### src/rtl/uart_cmd_parser.sv
// Assembles 5-byte command frames (HEADER, CMD, D_HI, D_LO, CSUM) from the UART byte stream.
// Valid frames update the mode, brightness or LED-count registers. Bad or stalled frames pulse err.
module uart_cmd_parser #(
    parameter int           TIMEOUT_CYCLES = 1_000_000,
    parameter logic [7:0]   HEADER         = 8'hA5,
    parameter int           MAX_LEDS       = 60
) (
    input  logic       clk,
    input  logic       rst_n,
    input  logic       uart_done,
    input  logic [7:0] uart_data,
    output logic [7:0] mode,
    output logic [7:0] brightness,
    output logic [7:0] led_count,
    output logic       cmd_valid,
    output logic       err,
    output logic [1:0] err_code,
    output logic       busy
);

    localparam int         CW       = $clog2(TIMEOUT_CYCLES) + 1;
    localparam logic [CW-1:0] CNT_LAST = CW'(TIMEOUT_CYCLES - 1);
    localparam logic [7:0] MAX_LEDS_B = 8'(MAX_LEDS);

    localparam logic [1:0] ERR_CSUM    = 2'd1;
    localparam logic [1:0] ERR_CMD     = 2'd2;
    localparam logic [1:0] ERR_TIMEOUT = 2'd3;

    typedef enum logic [2:0] {
        ST_IDLE,
        ST_CMD,
        ST_DHI,
        ST_DLO,
        ST_CSUM
    } state_t;

    state_t        state;
    logic [7:0]    cmd_r;
    logic [7:0]    dhi_r;
    logic [7:0]    dlo_r;
    logic [CW-1:0] cnt;
    logic [7:0]    csum_calc;
    logic [7:0]    led_clamped;

    assign csum_calc = cmd_r + dhi_r + dlo_r;

    always_comb begin
        if (dlo_r == 8'd0)
            led_clamped = 8'd1;
        else if (dlo_r > MAX_LEDS_B)
            led_clamped = MAX_LEDS_B;
        else
            led_clamped = dlo_r;
    end

    always_ff @(posedge clk or negedge rst_n) begin
        if (!rst_n) begin
            state      <= ST_IDLE;
            cmd_r      <= 8'h00;
            dhi_r      <= 8'h00;
            dlo_r      <= 8'h00;
            cnt        <= '0;
            mode       <= 8'h00;
            brightness <= 8'hFF;
            led_count  <= MAX_LEDS_B;
            cmd_valid  <= 1'b0;
            err        <= 1'b0;
            err_code   <= 2'd0;
            busy       <= 1'b0;
        end else begin
            // NOTE: pulses default low every cycle so each outcome below only has to raise its own.
            cmd_valid <= 1'b0;
            err       <= 1'b0;

            if (state == ST_IDLE) begin
                cnt <= '0;
                if (uart_done && uart_data == HEADER) begin
                    state <= ST_CMD;
                    busy  <= 1'b1;
                end
            end else if (uart_done) begin
                // A byte arriving on the expiry cycle wins over the timeout.
                cnt <= '0;
                case (state)
                    ST_CMD: begin
                        cmd_r <= uart_data;
                        state <= ST_DHI;
                    end
                    ST_DHI: begin
                        dhi_r <= uart_data;
                        state <= ST_DLO;
                    end
                    ST_DLO: begin
                        dlo_r <= uart_data;
                        state <= ST_CSUM;
                    end
                    ST_CSUM: begin
                        state <= ST_IDLE;
                        busy  <= 1'b0;
                        if (csum_calc != uart_data) begin
                            err      <= 1'b1;
                            err_code <= ERR_CSUM;
                        end else begin
                            case (cmd_r)
                                8'h01: begin
                                    mode      <= dlo_r;
                                    cmd_valid <= 1'b1;
                                end
                                8'h02: begin
                                    brightness <= dlo_r;
                                    cmd_valid  <= 1'b1;
                                end
                                8'h03: begin
                                    led_count <= led_clamped;
                                    cmd_valid <= 1'b1;
                                end
                                default: begin
                                    err      <= 1'b1;
                                    err_code <= ERR_CMD;
                                end
                            endcase
                        end
                    end
                    default: begin
                        state <= ST_IDLE;
                        busy  <= 1'b0;
                    end
                endcase
            end else if (cnt == CNT_LAST) begin
                state    <= ST_IDLE;
                busy     <= 1'b0;
                cnt      <= '0;
                err      <= 1'b1;
                err_code <= ERR_TIMEOUT;
            end else begin
                cnt <= cnt + CW'(1);
            end
        end
    end

endmodule

### config.mk
export PLATFORM = sky130hd
export DESIGN_NAME = uart_cmd_parser
export DESIGN_NICKNAME = d
export VERILOG_FILES = /design/src/rtl/uart_cmd_parser.sv
export SDC_FILE = /design/constraint.sdc
export NUM_CORES = 1
export LEC_CHECK = 0
export CAP_MARGIN = 20
export CELL_PAD_IN_SITES_DETAIL_PLACEMENT = 1
export CELL_PAD_IN_SITES_GLOBAL_PLACEMENT = 2
export CORE_UTILIZATION = 40
export CTS_BUF_LIST = sky130_fd_sc_hd__clkbuf_8
export DETAILED_ROUTE_END_ITERATION = 12
export GPL_TIMING_DRIVEN = 0
export PLACE_DENSITY_LB_ADDON = 0.1
export REMOVE_ABC_BUFFERS = 1
export SLEW_MARGIN = 15
export SYNTH_ARGS = -nofsm -noshare
export SYNTH_HDL_FRONTEND = slang
export SYNTH_SLANG_ARGS = --single-unit
### constraint.sdc
create_clock -name clk -period 3.76 [get_ports clk]
set_input_delay 1.128 -clock clk [delete_from_list [all_inputs] [get_ports clk]]
set_output_delay 1.128 -clock clk [all_outputs]
set_load 0.005 [all_outputs]
Word-level counts from Yosys, hierarchy flattened
Index checks and enable logic that the tools add are counted.
Storage, ports and cells
  flip-flop bits (word level): 77
  bits of input ports: 11
  output and inout bits: 29
  word-level logic and storage cells: 79
Operators by class
  multiplexer cells: 31
  bitwise gates (word level): 2
  equal/unequal tests: 14
  order comparisons: 1
  add/sub/neg operators: 3
  reductions and logical operators: 16
Operators with widths (number)
  21-bit 2-to-1 mux: 3
  21-bit by 1-bit adder with 21-bit output (second input constant): 1
  21-bit by 20-bit equality test with 1-bit output (second input constant): 1
  8-bit adder: 2
  8-bit by 2-bit equality test with 1-bit output (second input constant): 2
  1-bit 2-to-1 mux: 16
  8-bit 2-to-1 mux: 2
  5-bit AND reduction: 3
  3-bit 2-to-1 mux: 4
  3-bit AND reduction: 4
  2-bit 2-to-1 mux: 5
  3-bit one-hot mux with 3 select lines: 1
  8-bit by 1-bit equality test with 1-bit output (second input constant): 1
  8-bit equality test (second input constant): 1
  8-bit by 6-bit > comparator with 1-bit output (second input constant): 1
  8-bit zero test: 1
  8-bit != test: 1
  3-bit by 2-bit equality test with 1-bit output (second input constant): 2
  3-bit by 2-bit != test with 1-bit output (second input constant): 2
  3-bit OR reduction: 2
  2-bit by 1-bit != test with 1-bit output (second input constant): 2
  4-bit AND reduction: 1
  3-bit by 1-bit equality test with 1-bit output (second input constant): 1
  3-bit equality test (second input constant): 1
  6 further kinds: 7

Longest topological paths before layout
Gate-level depths: netlist of the first run.
  word-level depth: 7
  gate-level depth with buffers: 12
  mapped depth without buffers: 11

Worst setup path after synthesis of the first run
OpenSTA, ideal clock, no wires.
  path type: flip-flop to flip-flop
  start point: register cmd_r[1]
  end point: register mode[0]
  library setup time: 0.125 ns
  path buffers: 1
  stages on the path, launching flop included: 10
  required time: 3.635 ns
  clock period less this slack: 3.478 ns
  arrival time: 3.353 ns
  slack: 0.282 ns
  cells stage by stage: dfrtp_1 fa_1 ha_1 fa_1 xnor2_1 o2111ai_1 a2111o_1 or4_1 buf_6 mux2_4
Between the ends
  longest elaborated chain between the ends: 5
  elaborated cells on any way between the ends: 6
  classes of those cells: add/sub: 2; eq/ne: 2; bitwise: 1; reduce/logical: 1
Ends and longest elaborated chain
  start: declaration: line 38  | logic [7:0] cmd_r;
  start signal: assignment: line 86  | cmd_r <= uart_data;
  8-bit adder (2 in a row): line 45  | assign csum_calc = cmd_r + dhi_r + dlo_r;
  8-bit != test: line 100  | if (csum_calc != uart_data) begin
  1-bit NOT (no line)
  5-bit AND reduction (no line) (*)
  end signal: assignment: line 106  | mode <= dlo_r;
  end: declaration: line 12  | output logic [7:0] mode,
Mark *: on every way between the ends. The rest lies on a longest branch, timed or not.
A chain may end at the register's enable or synchronous reset.

Worst setup path in the final report of the first run
  start point: register cmd_r[1]
  end point: register mode[4]
The elaborated chain is that of the path after synthesis.

==> results by group, run 1 <==
Critical path
  • Data required time of the worst path: 4000 ps
  • Crit-path slowest cell: or4_4
  • Worst-path fanout max: 8
  • Max stage delay on crit path: 570 ps
  • WS Path Type: reg2reg
  • Worst path cell trace: fa_1, ha_1, fa_1, a21o_1, a21oi_2, xnor2_1, a2111o_2, or4_4, mux2_4
  • Most frequent CP cell: fa_1
  • Startpoint Class: flop
  • Critical path buffers and inverters: 0
  • CP endpoint kind: flop
  • Top Family by Delay on Critical Path: adder cells
  • Crit path DAT: 3830 ps

Detailed routing
  • M1 WL: 4.00 mm
  • Number of routed nets with antenna violations: 0
  • WL final: 8.55 mm
  • Avg Vias per Cell: 5.14
  • DR top layer: met4
  • Met2 routed WL: 4.25 mm
  • Pre-antenna DRT Iters: 4
  • Detailed Route Iter0 Violations: 51
  • Metal3 WL: 210 um
  • WL/cell: 16.8 um
  • DR vias: 2617
  • # DRC: 0

STA
  • Final WS setup: 170 ps
  • Final period util: 95.5%
  • F_max: 279 MHz
  • Clock Skews: 11.7 ps
  • Unrepaired setup endpoints after global routing: false
  • Final worst path period need: 3590 ps
  • Worst rel slew slack: 29.9%
  • Final setup fails: 0
  • Final TNS setup: 0 ps
  • Worst slew pin tran: 1040 ps
  • Slew Viols, Final: 0
  • Final Hold Viols: 0

Clocking
  • Clock slew at reported path FFs: 80 ps
  • Post-CTS Hold Fix Bufs: 0
  • Bufs on Longest Clock Path: 2
  • CTS buffer count: 9
  • CTS Root Cell: clkbuf_8
  • CTS tree: yes
  • CTS H-Tree Depth: 3
  • Total clock sinks: 77
  • Worst-Skew Late Latency: 340 ps

Synth
  • Netlist Area Pre-Place: 0.00389 mm^2
  • Mean post-synth cell area: 12.0 um^2
  • Post-Syn Instances: 323
  • Synth Register Bits: 77
  • Post-synthesis cell type count: 45
  • Post-synth top flop: dfrtp_1
  • Post-synthesis sequential area ratio: 50.0%
  • Async set-or-reset flop fraction in the synthesized netlist: 100%
  • EDFF count, synth: 0
  • Synth warn: 0

GRT
  • GRT Util Overall: 18.6%
  • Antenna violations before repair: 0
  • First-pass GRT wire length: 14.3 mm
  • Largest net degree at the start of global routing: 51
  • Number of global-route vias before repair: 2788
  • Remaining global-route overflow: 0

Job
  • Maxcap violations: 0

Pwr
  • Leakage: 0.00199 uW
  • P per Cell Area: 871 mW/mm^2
  • Peak supply drop: 0.441 mV

Floorplan
  • Die X-Extent: 101 um
  • Core area: 0.00933 mm^2
  • Die Ht: 101 um
  • Rows: 35
  • Initial Utilization: 41.7%
  • Die area: 0.0101 mm^2
  • Num ports: 40

Placed design
  • Post-place setup slack: -340 ps
  • PortBufs: 39
  • DP HPWL: 6.13 mm
  • GP Congestion: 0.730

Outcome
  • Outcome: complete, no violations

Layout
  • Share of layout cells above drive strength 1: 25.3%
  • Fillers: 992
  • Antenna cells: 0
  • Fin nets: 401
  • Synth-to-layout area growth: 21.4%
  • Final core utilization: 50.6%

Hold path
  • Hold Path Class: reg2reg
-- final timing paths --
check                          from           end  slack, ps  depth (start not counted)
max                        cmd_r[1]       mode[4]        170                          9
min                          cnt[0]        cnt[0]        490                          1
max reg2reg                cmd_r[1]       mode[4]        170                          9
min reg2reg                  cnt[0]        cnt[0]        490                          1
max in group asynchronous     rst_n  led_count[5]       2420                          2
min in group asynchronous     rst_n      dhi_r[2]        690                          1
-- cell type report --
cell class,instances,area (um^2),area share (%)
flip-flops and latches,77,1940,41.2
multi-input cells,231,1890,40.1
repair buffers,48,475,10.1
well taps,129,161,3.42
clock buffers,9,124,2.62
clock inverters,7,90.1,1.91
inverters,8,30.0,0.636
-- repair_timing --
action / 4_1_cts / 5_1_grt
setup buffers: 2 / 6
pin swaps: 2 / 4
setup endpoints to repair: 22 / 23
resized for setup: 3 / 1
-- placed cells by master (no fill, tap or decap), types with 12 or more instances in the layout --
master / n
xnor2_1: 16
nand2_1: 17
xor2_1: 15
mux2_2: 37
nor2_1: 37
dfstp_2: 12
clkdlybuf4s50_1: 38
dfrtp_1: 63
nand3_1: 14
-- registers in the layout (all words and copies together), names as in the netlist, 2 cells and up --
signal and cells:
mode 8, state 3, dlo_r 8, err_code 2, cmd_r 8, led_count 8, dhi_r 8, cnt 21
brightness 8
-- synth_stat cells (7+ instances only) --
cell type / n / area, um^2
dfstp_2: 12 / 315
nand2_1: 17 / 63.8
mux2_4: 8 / 120
fa_1: 8 / 160
mux2_2: 37 / 417
nor2_1: 37 / 139
xor2_1: 15 / 131
ha_1: 7 / 87.6
inv_1: 8 / 30.0
nand3_1: 14 / 70.1
dfrtp_1: 65 / 1630
xnor2_1: 16 / 140
-- where the power goes --
group | switching, uW | internal (uW)
registers | 228 | 992
clock network | 317 | 372
logic | 1180 | 1020
total | 1720 | 2390
-- routing by layer --
layer,track usage [%],vias to the layer above
li1,-,1238
met1,24.0,1342
met2,32.1,30
met3,3.19,7
met4,5.69,0
met5,0,-
-- per-stage QoR --
stage               power [uW]  area (um^2)  instances  hold WS [ps]
finish                    4110         4720        509           486
global route              4430         4720        509           523
CTS                       3960         4670        503           493
detailed placement        3220         4440        485           481
global placement          3050         4400        484           479
floorplan                 2660         3850        316           455
-- cell families (layout without fill, tap and decap cells) --
logic type | after synthesis | in the layout | share of synthesized area [%]
simple gates | 109 | 109 | 14.8
mux | 45 | 45 | 13.8
compound gates | 28 | 28 | 5.05
buf+inv | 15 | 72 | 1.74
flops | 77 | 77 | 50.0
fa+ha+maj | 15 | 15 | 6.37
xor+xnor | 34 | 34 | 8.24
No activity file was read; power rests on OpenSTA's default activity.
==> run 2, diff against run 1 <==
- TNS_END_PERCENT: not set -> 1
==> run 2 against run 1 <==
Cell count down 1.2%. Register-to-register slack lost 20 ps. Critical path depth is the same. Core utilization down 0.50 points. Sequential share of layout area is 0.38 points higher.
==> results by group, run 2 (same netlist as run 1, synthesis figures left out) <==
Layout
  • Antenna cells: 0
  • Max FFs per register: 21
  • Fillers: 990
  • Largest Register: cnt
  • Fin nets: 395
  • Share of layout cells above drive strength 1: 23.8%
  • Final Instance Area: 0.00467 mm^2
  • Highest-count cells in the layout ignoring fill and taps: 64 x dfrtp_1, 38 x clkdlybuf4s50_1, 37 x nor2_1, 37 x mux2_2, 17 x nand2_1
  • Synth-to-layout area growth: 20.2%
  • Reg area: 0.00194 mm^2
  • Commonest non-fill, non-tap cell in the layout: dfrtp_1
  • Final core utilization: 50.1%
  • Multi-input logic area: 0.00189 mm^2

GRT
  • Antenna violations before repair: 0
  • First-pass GRT wire length: 14.2 mm
  • Remaining global-route overflow: 0
  • Largest net degree at the start of global routing: 51
  • GRT Util Overall: 18.5%
  • Number of global-route vias before repair: 2766

Pwr
  • P per Cell Area: 831 mW/mm^2
  • Peak supply drop: 0.430 mV
  • Combinational power share: 50.8%
  • Clock Power Share: 17.7%
  • Pwr Total: 3880 uW
  • Leakage: 0.00196 uW
  • Switching Share: 43.3%
  • Switching Power: 1680 uW
  • Sequential share of power: 31.5%
  • Cell internal pwr: 2200 uW

Hold path
  • Worst hold path depth: 1
  • Hold Path Class: reg2reg

Job
  • Maxcap violations: 0

STA
  • Slew Viols, Final: 0
  • Final TNS setup: 0 ps
  • Final worst path period need: 3610 ps
  • Worst slew pin tran: 1050 ps
  • Final period util: 95.9%
  • Final WS setup: 153 ps
  • Clock Skews: 10.9 ps
  • Final setup fails: 0
  • Worst rel slew slack: 29.4%
  • F_max: 277 MHz
  • Final Hold Viols: 0
  • Unrepaired setup endpoints after global routing: true

Critical path
  • Worst-path fanout max: 8
  • CP endpoint kind: flop
  • Startpoint Class: flop
  • Crit-path slowest cell: or4_4
  • Max stage delay on crit path: 570 ps
  • Data required time of the worst path: 3990 ps
  • R2R cell count: 9
  • WS Path Type: reg2reg
  • Crit path DAT: 3840 ps
  • Worst path cell trace: fa_1, ha_1, fa_1, a21o_1, a21oi_2, xnor2_1, a2111o_2, or4_4, mux2_4
  • Most frequent CP cell: fa_1

Clocking
  • Bufs on Longest Clock Path: 2
  • Clock slew at reported path FFs: 90 ps
  • Total clock sinks: 77
  • Post-CTS Hold Fix Bufs: 0
  • CTS buffer count: 9
  • Worst-Skew Late Latency: 340 ps
  • CTS H-Tree Depth: 3
  • CTS Root Cell: clkbuf_8
  • CTS tree: yes

Detailed routing
  • Pre-antenna DRT Iters: 4
  • Avg Vias per Cell: 5.16
  • DR vias: 2594
  • Number of routed nets with antenna violations: 0
  • # DRC: 0
  • WL/cell: 16.8 um
  • WL final: 8.48 mm
  • Detailed Route Iter0 Violations: 53

Floorplan
  • Rows: 35
  • Die X-Extent: 101 um
  • Core area: 0.00933 mm^2
  • Num ports: 40
  • Die area: 0.0101 mm^2
  • Die Ht: 101 um
  • Initial Utilization: 41.7%

Placed design
  • DP Area: 0.00444 mm^2
  • GP Congestion: 0.730
  • Post-place setup slack: -340 ps
  • PortBufs: 39
  • DP HPWL: 6.13 mm

Outcome
  • Outcome: complete, no violations
[run 2: cell count changes in the layout (fill, tap and decap cells not counted), sizes merged]
cell / previous run / this run
buf: 10 / 4
[run 2: worst paths after layout]
check	slack [ps]	from	to
min	490	cnt[0]	cnt[0]
max	150	cmd_r[1]	mode[1]
max in group asynchronous	2430	rst_n	led_count[5]
max reg2reg	150	cmd_r[1]	mode[1]
min in group asynchronous	690	rst_n	dhi_r[2]
min reg2reg	490	cnt[0]	cnt[0]
[run 2: area by class of cell]
type / count / area share, %
Clock buffer: 9 / 2.65
Clock inverter: 7 / 1.93
Inverter: 8 / 0.643
Multi-Input combinational cell: 231 / 40.5
Sequential cell: 77 / 41.6
Tap cell: 129 / 3.45
Timing Repair Buffer: 42 / 9.21
[run 2: metrics by stage]
step | hold slack (ps) | instances
5_1_grt | 523 | 503
4_1_cts | 493 | 501
3_3_place_gp | 479 | 484
3_5_place_dp | 481 | 485
2_1_floorplan | 455 | 316
6_report | 486 | 503
[run 2: critical path: cells and delay by family (launching register included)]
kind	cells	cell delay, ps
AND/OR/NAND/NOR	1	570
flip-flops	1	470
AO/OA/AOI/OAI	3	850
multiplexers	1	330
adder cells (fa/ha/maj)	3	1160
XOR/XNOR	1	90
[run 2: power by group through the flow]
| stage | Combinational (uW) | Clock (uW) | Sequential [uW] |
|---|---|---|---|
| 5_1_grt | 2190 | 738 | 1260 |
| 2_1_floorplan | 1500 | 0 | 1160 |
| 4_1_cts | 2000 | 707 | 1230 |
| 6_report | 1970 | 688 | 1220 |
| 3_5_place_dp | 1980 | 0 | 1250 |
| 3_3_place_gp | 1810 | 0 | 1240 |
[run 2: routing by layer]
layer / vias up / global-route usage, % / part of all wire [%]
met5: - / 0 / 0
met4: 0 / 5.69 / 0.80
met3: 6 / 3.19 / 2.6
met2: 29 / 31.8 / 50
met1: 1332 / 23.9 / 47
li1: 1227 / - / -
[run 2: repair_timing]
action	CTS	global route
resized for setup	1	3
setup endpoints to repair	22	22
pin swaps	3	2
buffers inserted	0	2
